### config.mk
export PLATFORM = sky130hd
export DESIGN_NAME = encoder_16x4_drain
export DESIGN_NICKNAME = d
export VERILOG_FILES = /design/src/rtl/encoder_16x4_drain.sv
export SDC_FILE = /design/constraint.sdc
export NUM_CORES = 1
export LEC_CHECK = 0
export ABC_AREA = 1
export BUFFER_PORTS_ARGS = -buffer_cell sky130_fd_sc_hd__buf_2
export CAP_MARGIN = 20
export CORE_MARGIN = 5
export CORE_UTILIZATION = 50
export CTS_BUF_LIST = sky130_fd_sc_hd__clkbuf_4 sky130_fd_sc_hd__clkbuf_8 sky130_fd_sc_hd__clkbuf_16
export CTS_CLUSTER_DIAMETER = 150
export DETAILED_ROUTE_END_ITERATION = 7
export HOLD_SLACK_MARGIN = 0.1
export PLACE_DENSITY = 0.76
export REMOVE_ABC_BUFFERS = 1
export SLEW_MARGIN = 5
export SYNTH_ARGS = -nofsm -noshare
export SYNTH_HDL_FRONTEND = slang
export SYNTH_SLANG_ARGS = --single-unit
### constraint.sdc
create_clock -name clk -period 3.4 [get_ports clk]
set_clock_uncertainty 0.1 [all_clocks]
set_input_delay 0.51 -clock clk [delete_from_list [all_inputs] [get_ports clk]]
set_output_delay 0.51 -clock clk [all_outputs]
set_load 0.02 [all_outputs]
### src/rtl/encoder_16x4_drain.sv
// Accepts a request vector and drains it as a stream of set-bit indices,
// lowest index first, with last-beat flag, zero flag and population count.
module encoder_16x4_drain #(
    parameter int WIDTH = 16,
    parameter int IDX_W = 4   // must equal $clog2(WIDTH)
) (
    input  logic             clk,
    input  logic             rst,
    input  logic             in_valid,
    output logic             in_ready,
    input  logic [WIDTH-1:0] in,
    output logic             out_valid,
    input  logic             out_ready,
    output logic [IDX_W-1:0] out_idx,
    output logic             out_last,
    output logic             out_zero,
    output logic [IDX_W:0]   out_count
);

    typedef enum logic {
        IDLE  = 1'b0,
        DRAIN = 1'b1
    } state_t;

    state_t             state_q, state_d;
    logic [WIDTH-1:0]   pending_q, pending_d;
    logic [IDX_W:0]     count_q, count_d;
    logic               zero_q, zero_d;

    logic [IDX_W:0]     pop_cnt;
    logic [IDX_W-1:0]   low_idx;
    logic [WIDTH-1:0]   rest;
    logic               at_most_one;
    logic               accept;
    logic               xfer;

    // NOTE: every variable assigned in an always_comb gets a default first,
    // so no path can leave it unassigned and infer a latch.
    always_comb begin
        pop_cnt = '0;
        for (int k = 0; k < WIDTH; k++) begin
            pop_cnt = pop_cnt + (IDX_W+1)'(in[k]);
        end
    end

    // Scanning downward lets the lowest set bit be the final assignment.
    always_comb begin
        low_idx = '0;
        for (int k = WIDTH - 1; k >= 0; k--) begin
            if (pending_q[k]) begin
                low_idx = IDX_W'(k);
            end
        end
    end

    assign rest        = pending_q & (pending_q - WIDTH'(1));
    assign at_most_one = (rest == '0);
    assign accept      = (state_q == IDLE) && in_valid;
    assign xfer        = (state_q == DRAIN) && out_ready;

    // NOTE: state updates use non-blocking assignments so every flop samples
    // the pre-edge values; the reset is synchronous and wins over in_valid.
    always_ff @(posedge clk) begin
        if (rst) begin
            state_q   <= IDLE;
            pending_q <= '0;
            count_q   <= '0;
            zero_q    <= 1'b0;
        end else begin
            state_q   <= state_d;
            pending_q <= pending_d;
            count_q   <= count_d;
            zero_q    <= zero_d;
        end
    end

    always_comb begin
        state_d   = state_q;
        pending_d = pending_q;
        count_d   = count_q;
        zero_d    = zero_q;
        unique case (state_q)
            IDLE: begin
                if (accept) begin
                    state_d   = DRAIN;
                    pending_d = in;
                    count_d   = pop_cnt;
                    zero_d    = (in == '0);
                end
            end
            DRAIN: begin
                if (xfer) begin
                    if (at_most_one) begin
                        state_d   = IDLE;
                        pending_d = '0;
                    end else begin
                        pending_d = rest;
                    end
                end
            end
            default: state_d = IDLE;
        endcase
    end

    // Outputs depend on registers only; nothing here sees in or out_ready.
    always_comb begin
        in_ready  = (state_q == IDLE);
        out_valid = (state_q == DRAIN);
        out_idx   = low_idx;
        out_last  = (state_q == DRAIN) && at_most_one;
        out_zero  = (state_q == DRAIN) && zero_q;
        out_count = count_q;
    end

endmodule

==> impl_summary.md, run 1 <==
Cells and area
The layout cell share with drive strength beyond 1 is 27.48%. The final net count is approximately 340. The layout overhead on the synthesized area is 21.51%.

The total inserted antenna cells is 0. The number of fillers in the final layout is around 330. Excluding fillers, the count of instances in the completed layout stands at 348.

CTS
The number of CTS-inserted buffers is 3. The later pin in the worst-skew pair is clocked with a latency of around 0.32 ns. The deepest clock path buffer count is 2. Clock-pin slew was measured on the worst setup and hold paths at roughly 0.13 ns. For this design, the CTS-stage hold fixing added 0 buffers.

The CTS sink count is 23. The library cell used as clock root buffer is sky130_fd_sc_hd__clkbuf_4. CTS built an H-tree with a depth of 1. The clock tree from TritonCTS is built.

Placed design
Routability-driven placement finished with a final weighted congestion of between 0.9 and 1. Before CTS, the worst setup slack after placement is -0.4528 ns. Port buffering added 32 buffers. The HPWL reported at the end of detailed placement is 3557 um.

The number of placed instances, taps included is 343.

Global routing
The first global-routing pass estimated 7500 um of wire. The via count of the first global-routing pass was roughly 1.7k. The number of antenna violations at the first check in global routing came to 0. The maximum number of pins on one net before global-route repair is 17. The leftover overflow at the end of global routing is 0. The overall fraction of global-route tracks in use is 18.83%.

Synth
The number of synthesized flops with an enable pin is 0. The top cell type by area accounts for 25.70% of the synthesized area. The cell count after synthesis came out at 257. The register area share after synthesis is roughly a quarter. Ranked by total cell area, the synthesized netlist is headed by sky130_fd_sc_hd__dfxtp_1 (26%), sky130_fd_sc_hd__fa_1 (11%), sky130_fd_sc_hd__nand2_1 (10%), sky130_fd_sc_hd__inv_1 (9.8%), sky130_fd_sc_hd__o21ai_0 (7.0%).

Ranked by instance count, the synthesized netlist is headed by sky130_fd_sc_hd__nand2_1 (50), sky130_fd_sc_hd__inv_1 (47), sky130_fd_sc_hd__o21ai_0 (25). The number of warnings reported in the yosys synthesis log is 0. The prevailing post-synth register cell is sky130_fd_sc_hd__dfxtp_1. In the post-synthesis netlist, the cell with the most instances is sky130_fd_sc_hd__nand2_1. The netlist uses 29 different library cells. The library cell with the largest summed area after synthesis is sky130_fd_sc_hd__dfxtp_1.

The post-synthesis instance area is 1792 um2. After synthesis the netlist holds a flip-flop and latch count of 23. Each instance of the synthesized netlist takes up on average approximately 7.0 um2. The share of flip-flops with an asynchronous set or reset is 0%.

Route
The via count is approximately 1.8k. Detailed routing placed a total of 175 um of wire on met3. Signal routing reaches up to met4. The via-per-instance ratio is 5.078. The number of remaining DRC errors is 0. The total wire length is about 4500 um. In the final routing, the length of wire on met1 measures ~2100 um. Before antenna repair, the detailed router went through 4 iterations.

The number of routed nets with antenna violations is 0. The wire length on met2 is approximately 2100 um. The starting DRC count in detailed routing is about 120. In the final routed layout, each cell accounts on average for ~13 um.

Worst setup path
The maximum fanout count along the critical path is 2. The reg-to-reg critical path startpoint is pending_q[1]. For the worst flop-to-flop path, the logic depth is 12. The worst path arrival time is between 3 and 4 ns. The critical path in this run is classified as in -> reg. At the worst endpoint, the required time is between 3 and 4 ns. The element type at the critical path end is a flip-flop. STA classifies the critical path startpoint as a primary input. In this run the worst setup path begins at in[11].

Floorplanning
Pin placement for this block handled 33 I/O pins. The floorplan step set the die height to about 70 um. The core region is between 3000 and 4000 um2. In this run the core area contains 21 standard-cell rows. For this configuration, the core starts out at a cell density of approximately 52%.

The full die area is 4880 um2. The overall die width is about 70 um.

Pwr
Power spread over the standard cell area amounts to roughly 470 nW/um2. IR analysis of the VDD net gives a maximum drop of about 0.00039 V. For this design the static power due to leakage is roughly 0.0011 uW.

STA
The total of endpoints with negative setup slack in the final report is 1. The number of hold violations in the final report was 0. The final critical-path share of the clock period is 100.4%. The number of pins exceeding their max-slew limit in the final report was 0.

The transition time at the pin with the least slew margin is about 0.33 ns. Setup repair after global routing could not meet its margin everywhere. The maximum clock rate is around 290 MHz. Measured against its own limit, the worst slew margin works out to 78.12%.

Once routing completed, OpenROAD measured the worst setup slack at -0.01475 ns. The time the worst path needs with I/O delays and setup is approximately 3.4 ns.

Run
The number of maximum-capacitance violations is 0.

Min path
The startpoint of the tightest hold check path is in[0]. In this run the worst hold path is classified as in -> reg. The number of cells on the worst hold path is 3.

Status
The flow ran to the end, but the final reports show violations. The checks that failed: negative setup slack.
[stage by stage]
stage	total power, uW	TNS [ns]	hold slack (ns)	utilization, %	area [um2]
finish	1031	-0.01475	0.3604	63.74	2177
floorplan	689.9	-0.5530	0.3781	-	1762
global route	1127	-0.2726	0.3752	63.74	2177
global placement	857.2	-1.353	0.3559	61.25	2092
CTS	1021	0	0.3577	62.64	2140
detailed placement	867.8	-1.588	0.3678	61.25	2092
[per-layer routing]
metal,track usage (%),up-vias
li1,-,913
met4,7.872,0
met5,0,-
met2,31.16,44
met1,24.51,799
met3,2.582,11
[state kept, by name, indices dropped and copies added, names as in the netlist]
name       flops
pending_q     16
out_count      5
out_valid      1
zero_q         1
[placed cells by master (no fill, tap or decap)]
| master | netlist | final |
|---|---|---|
| sky130_fd_sc_hd__a21oi_1 | 14 | 14 |
| sky130_fd_sc_hd__a221oi_1 | 11 | 11 |
| sky130_fd_sc_hd__a31oi_1 | 2 | 2 |
| sky130_fd_sc_hd__buf_2 | 3 | 27 |
| sky130_fd_sc_hd__buf_4 | 0 | 17 |
| sky130_fd_sc_hd__buf_6 | 0 | 2 |
| sky130_fd_sc_hd__buf_8 | 0 | 2 |
| sky130_fd_sc_hd__clkbuf_4 | 0 | 4 |
| sky130_fd_sc_hd__dfxtp_1 | 23 | 23 |
| sky130_fd_sc_hd__fa_1 | 10 | 9 |
| sky130_fd_sc_hd__fa_2 | 0 | 1 |
| sky130_fd_sc_hd__ha_1 | 6 | 5 |
| sky130_fd_sc_hd__ha_2 | 0 | 1 |
| sky130_fd_sc_hd__inv_1 | 47 | 38 |
| sky130_fd_sc_hd__inv_2 | 8 | 15 |
| sky130_fd_sc_hd__inv_4 | 1 | 3 |
| sky130_fd_sc_hd__nand2_1 | 50 | 50 |
| sky130_fd_sc_hd__nand2_2 | 3 | 3 |
| sky130_fd_sc_hd__nand2_4 | 1 | 1 |
| sky130_fd_sc_hd__nand3_1 | 9 | 9 |
| sky130_fd_sc_hd__nand3_4 | 1 | 1 |
| sky130_fd_sc_hd__nand4_1 | 3 | 3 |
| sky130_fd_sc_hd__nor2_1 | 21 | 20 |
| sky130_fd_sc_hd__nor2_2 | 1 | 2 |
| sky130_fd_sc_hd__nor2_8 | 2 | 2 |
| sky130_fd_sc_hd__nor3_1 | 1 | 1 |
| sky130_fd_sc_hd__nor4_1 | 2 | 2 |
| sky130_fd_sc_hd__o211ai_1 | 3 | 3 |
| sky130_fd_sc_hd__o21a_1 | 1 | 1 |
| sky130_fd_sc_hd__o21ai_0 | 25 | 24 |
| sky130_fd_sc_hd__o21ai_1 | 1 | 2 |
| sky130_fd_sc_hd__o21ai_2 | 2 | 2 |
| sky130_fd_sc_hd__or2_1 | 1 | 1 |
| sky130_fd_sc_hd__xor2_1 | 1 | 1 |
[final timing paths]
path | end | slack (ns)
max | out_count[4] | -0.01
min | pending_q[0] | 0.36
min reg2reg | out_count[4] | 0.38
max reg2reg | out_valid | 1.57
[cell type report]
cell class / count / area (um2) / area share (%)
inverters: 56 / 217.7 / 10.00
flip-flops and latches: 23 / 460.4 / 21.15
well taps: 46 / 57.56 / 2.644
repair buffers: 48 / 315.3 / 14.48
clock buffers: 4 / 30.03 / 1.379
multi-input cells: 171 / 1096 / 50.34
[cell families after synthesis]
kind of cell	count (synthesis)	share of synthesized area, %
buffers and inverters	63	13.55
adder cells (fa/ha/maj)	16	15.36
AO/OA/AOI/OAI	59	19.90
AND/OR/NAND/NOR	95	25.00
XOR/XNOR	1	0.4889
flip-flops	23	25.70
[worst max-delay path: stages]
cell                       delay, ns
sky130_fd_sc_hd__buf_8          0.08
sky130_fd_sc_hd__inv_4          0.03
sky130_fd_sc_hd__fa_1           0.55
sky130_fd_sc_hd__fa_1           0.46
sky130_fd_sc_hd__fa_1           0.55
sky130_fd_sc_hd__fa_1           0.41
sky130_fd_sc_hd__inv_1          0.07
sky130_fd_sc_hd__ha_2           0.18
sky130_fd_sc_hd__inv_2          0.04
sky130_fd_sc_hd__fa_2           0.35
sky130_fd_sc_hd__nor2_2         0.12
sky130_fd_sc_hd__o211ai_1       0.09
sky130_fd_sc_hd__a21oi_1        0.13
[repair_timing]
| action | in CTS | in global routing |
|---|---|---|
| setup buffers | 0 | 1 |
| resized for setup | 10 | 12 |
| endpoints found under the setup margin | 3 | 3 |
| pin swaps | 3 | 1 |
| hold endpoints to repair | 0 | 0 |
[power breakdown]
part / internal, uW / total (uW) / switching (uW)
clock: 54.0 / 144 / 90.3
combinational: 242 / 562 / 320
sequential: 301 / 324 / 22.8
No activity file was read; power rests on OpenSTA's default activity.
==> inputs of run 2 (changes only) <==
--- a/config.mk
+++ b/config.mk
@@ -5,7 +5,6 @@
 export SDC_FILE = /design/constraint.sdc
 export NUM_CORES = 1
 export LEC_CHECK = 0
-export ABC_AREA = 1
 export BUFFER_PORTS_ARGS = -buffer_cell sky130_fd_sc_hd__buf_2
 export CAP_MARGIN = 20
 export CORE_MARGIN = 5
==> impl_summary.md, run 2 <==
Status
Outcome: complete, but fails checks (unchanged). Violations in the final reports: negative setup slack (unchanged).

Worst setup path
The family of cells with the greatest summed delay on the critical path is adder cells (unchanged). The slack of the worst reg-to-reg path is 1.07 ns (was 1.57 ns). Series of cell instances along the critical path: buf_8 > inv_4 > fa_1 > fa_1 > fa_2 > fa_1 > inv_1 > ha_2 > inv_2 > fa_2 > nor2b_2 > o211ai_1 > a21oi_1 (was buf_8 > inv_4 > fa_1 > fa_1 > fa_1 > fa_1 > inv_1 > ha_2 > inv_2 > fa_2 > nor2_2 > o211ai_1 > a21oi_1). The longest individual stage delay on the worst path is 0.56 ns (was 0.55 ns). The critical path class is in -> reg (unchanged). The startpoint kind of the worst setup timing path is a primary input (unchanged). The most repeated library cell on the critical path is sky130_fd_sc_hd__fa_1 (unchanged). The element type at the critical path end is a flip-flop (unchanged).

The maximum fanout count along the critical path is 2 (unchanged). The count of buffering cells on the critical path with inverters included came to 4 (unchanged). The worst path arrival time came to 3.63 ns (was 3.58 ns). The required time of the critical path was 3.54 ns (was 3.57 ns). The slowest cell on the critical path is sky130_fd_sc_hd__fa_1 (unchanged).

Synth
The count of state elements after synthesis is 23 (unchanged). The share of flip-flops with an asynchronous set or reset was 0% (unchanged). The post-synthesis instance total came to 222 (was 257). The mean instance size in the synthesized netlist came to 7.682 um2 (was 6.972 um2). The register area share after synthesis came to 27.00% (was 25.70%). The library cell with the largest summed area after synthesis is sky130_fd_sc_hd__dfxtp_1 (unchanged). Most used standard cells in the synthesized netlist: sky130_fd_sc_hd__inv_1 (31), sky130_fd_sc_hd__a21oi_1 (24), sky130_fd_sc_hd__nand2_1 (24) (was sky130_fd_sc_hd__nand2_1 (50), sky130_fd_sc_hd__inv_1 (47), sky130_fd_sc_hd__o21ai_0 (25)).

The post-synthesis instance area came to 1705 um2 (was 1792 um2). Synth top area cells: sky130_fd_sc_hd__dfxtp_1 (27%), sky130_fd_sc_hd__fa_1 (12%), sky130_fd_sc_hd__a21oi_1 (7.0%), sky130_fd_sc_hd__inv_1 (6.8%), sky130_fd_sc_hd__nand2_1 (5.3%) (was sky130_fd_sc_hd__dfxtp_1 (26%), sky130_fd_sc_hd__fa_1 (11%), sky130_fd_sc_hd__nand2_1 (10%), sky130_fd_sc_hd__inv_1 (9.8%), sky130_fd_sc_hd__o21ai_0 (7.0%)). The number of synthesized flops with an enable pin was 0 (unchanged). The distinct cell type count of the synthesized netlist was 46 (was 29).

The area share of the largest cell type after synthesis is 27.00% (was 25.70%). The number of warnings reported in the yosys synthesis log is 0 (unchanged). The prevailing post-synth register cell is sky130_fd_sc_hd__dfxtp_1 (unchanged). The most common cell in the synthesized netlist is sky130_fd_sc_hd__inv_1 (was sky130_fd_sc_hd__nand2_1).

STA
The final-layout worst hold slack is 0.3328 ns (was 0.3604 ns). The number of hold violations in the final report was 0 (unchanged). The time the worst path needs with I/O delays and setup was 3.491 ns (was 3.415 ns).

The maximum clock rate was 286.5 MHz (was 292.8 MHz). The total of endpoints with negative setup slack in the final report was 3 (was 1). The transition time at the pin with the least slew margin was 0.5552 ns (was 0.3252 ns). The number of pins exceeding their max-slew limit in the final report is 0 (unchanged). The setup slack of the critical path after layout is -0.09051 ns (was -0.01475 ns). The final critical-path share of the clock period is 102.7% (was 100.4%). The relative slew slack came to 62.90% (was 78.12%).

RSZ-0062 raised after global routing: yes (unchanged).

Cells and area
The final non-filler cell area is 2053 um2 (was 2177 um2). The most frequent standard cell in the layout excluding fill and tap cells is sky130_fd_sc_hd__buf_2 (was sky130_fd_sc_hd__nand2_1). The end-of-flow core utilization is 62.02% (was 63.74%). The total inserted antenna cells is 0 (unchanged).

The final net count was 296 (was 339). Leading cell types in the layout, fill and taps excluded: sky130_fd_sc_hd__buf_2 (29), sky130_fd_sc_hd__inv_1 (26), sky130_fd_sc_hd__nand2_1 (24) (was sky130_fd_sc_hd__nand2_1 (50), sky130_fd_sc_hd__inv_1 (38), sky130_fd_sc_hd__buf_2 (27)). The area taken by multi-input logic gates is 1114 um2 (was 1096 um2). The sequential cell area in the final layout is 460.4 um2 (unchanged).

The number of fillers in the final layout was 336 (was 328). The layout overhead on the synthesized area is 20.40% (was 21.51%). The flip-flop count of the largest register, all copies and words added came to 16 (unchanged). The layout cell share with drive strength beyond 1 is 25.87% (was 27.48%). The largest register by flop count is pending_q (unchanged).

Route
The length of routed wiring on met1 is 1933 um (was 2098 um). The via count is 1694 (was 1767). The detailed-router iteration count before antenna repair is 4 (unchanged). The top routing layer in use is met4 (unchanged).

The routed length per instance came to 14.51 um (was 13.01 um). The number of routed nets with antenna violations is 0 (unchanged). The starting DRC count in detailed routing is 156 (was 115).

The via-per-instance ratio is 5.554 (was 5.078). The total wire length is 4426 um (was 4526 um). The routed wire length on met3 came to 174 um (was 175 um).

The number of remaining DRC errors is 0 (unchanged). The wire length on met2 is 2307 um (was 2144 um).

CTS
The clock tree from TritonCTS is built (unchanged). The total number of H-tree levels came to 1 (unchanged). The post-cts hold buffer count is 0 (unchanged). The number of CTS-inserted buffers was 3 (unchanged). The CTS sink count is 23 (unchanged).

The library cell used as clock root buffer is sky130_fd_sc_hd__clkbuf_4 (unchanged). The latest clock arrival within the worst-skew pair came to 0.31 ns (was 0.32 ns). The CTS clock-pin slew for the worst setup and hold paths was 0.13 ns (about the same). The deepest clock path buffer count came to 2 (unchanged).

Floorplanning
The full die area was 4679 um2 (was 4880 um2). The overall die width is 68.40 um (was 69.86 um). The height of the chip is 68.40 um (was 69.86 um). The number of top-level design ports is 33 (unchanged). The area of the core region is 3311 um2 (was 3416 um2). The starting density of the core is 51.51% (was 52.45%). The site row count was 21 (unchanged).

Pwr
The leakage power figure is 0.0009129 uW (was 0.001111 uW). The power density normalized to cell area was 484.9 nW/um2 (was 473.4 nW/um2). The highest ir drop seen on vdd is 0.0003388 V (was 0.0003919 V).

Global routing
The maximum number of pins on one net before global-route repair is 24 (was 17). The number of antenna violations at the first check in global routing is 0 (unchanged). The via count of the first global-routing pass is 1551 (was 1701).

The overall fraction of global-route tracks in use is 20.21% (was 18.83%). The first-pass GRT wire length is 7107 um (was 7500 um). The leftover overflow at the end of global routing came to 0 (unchanged).

Run
The number of maximum-capacitance violations is 0 (unchanged).

Placed design
The placer's final routability congestion estimate was 0.8419 (was 0.9502). The number of input and output port buffers inserted is 32 (unchanged). The HPWL reported at the end of detailed placement is 3423 um (was 3557 um).

The post-place setup slack is -0.5002 ns (was -0.4528 ns). The post-detailed-placement cell area is 1949 um2 (was 2092 um2).

Min path
The class of the worst hold path is in -> reg (unchanged).
run 2: cell types whose count changed after synthesis, sizes merged, moves of 4 or more:
cell    before  now
a211oi       0    4
a21oi       14   24
a221oi      11    2
clkbuf       4   10
inv         56   31
nand2       54   25
nand3       10    3
nor2        24   20
nor3         1    6
nor4         2    6
o21ai       28   10
run 2: logic make-up after synthesis:
kind of cell | count (synthesis) | share of synthesized area, %
muxes | 1 | 0.5870
DFF | 23 | 27.00
AOI/OAI and AO/OA | 65 | 24.21
xor gates and xnor gates | 1 | 0.5137
and+or+nand+nor | 73 | 21.20
adders and majority gates | 17 | 16.80
buffers and inverters | 42 | 9.685
run 2: what timing repair did:
item	4_1_cts	5_1_grt
pin swaps	13	4
setup buffers	0	2
gates cloned	0	0
hold endpoints to repair	0	0
gates resized for setup	14	5
setup endpoints to repair	5	5
run 2: worst paths after layout:
check / depth (start not counted) / from / endpoint
worst max register to register: 8 / pending_q[0] / out_valid
worst min register to register: 2 / zero_q / zero_q
worst min-delay path: 3 / in[0] / pending_q[0]
worst max-delay path: 13 / in[11] / out_count[4]
run 2: metrics by stage:
step	std cells	TNS [ns]	power, uW
4_1_cts	303	-0.2482	990.4
2_1_floorplan	211	-0.9179	659.7
6_report	305	-0.1809	995.6
3_3_place_gp	299	-1.685	812.7
5_1_grt	305	-0.4802	1075
3_5_place_dp	299	-1.856	825.8
run 2: routing by layer:
| metal | vias up | GRT usage [%] |
|---|---|---|
| met2 | 46 | 36.00 |
| met5 | - | 0 |
| met3 | 2 | 2.956 |
| met1 | 793 | 25.45 |
| met4 | 0 | 4.467 |
| li1 | 853 | - |
run 2: tightest hold or removal path, delay by kind of cell:
| family | cells | cell delay (ns) |
|---|---|---|
| compound gates | 1 | 0.05 |
| buf+inv | 1 | 0.10 |
| simple gates | 1 | 0.05 |
run 2: where the power goes:
group	switching [uW]	leakage, uW	total [uW]	internal (uW)
Combinational	283	0.000706	522	239
Sequential	38.5	0.000189	337	298
Clock	82.9	0.0000184	137	53.7
Total	405	0.000913	996	591
run 2: cell type report:
| class | instances | area share, % |
|---|---|---|
| flip-flops and latches | 23 | 22.43 |
| repair buffers | 44 | 13.28 |
| inverters | 31 | 5.789 |
| well taps | 46 | 2.803 |
| multi-input cells | 157 | 54.24 |
| clock buffers | 4 | 1.463 |
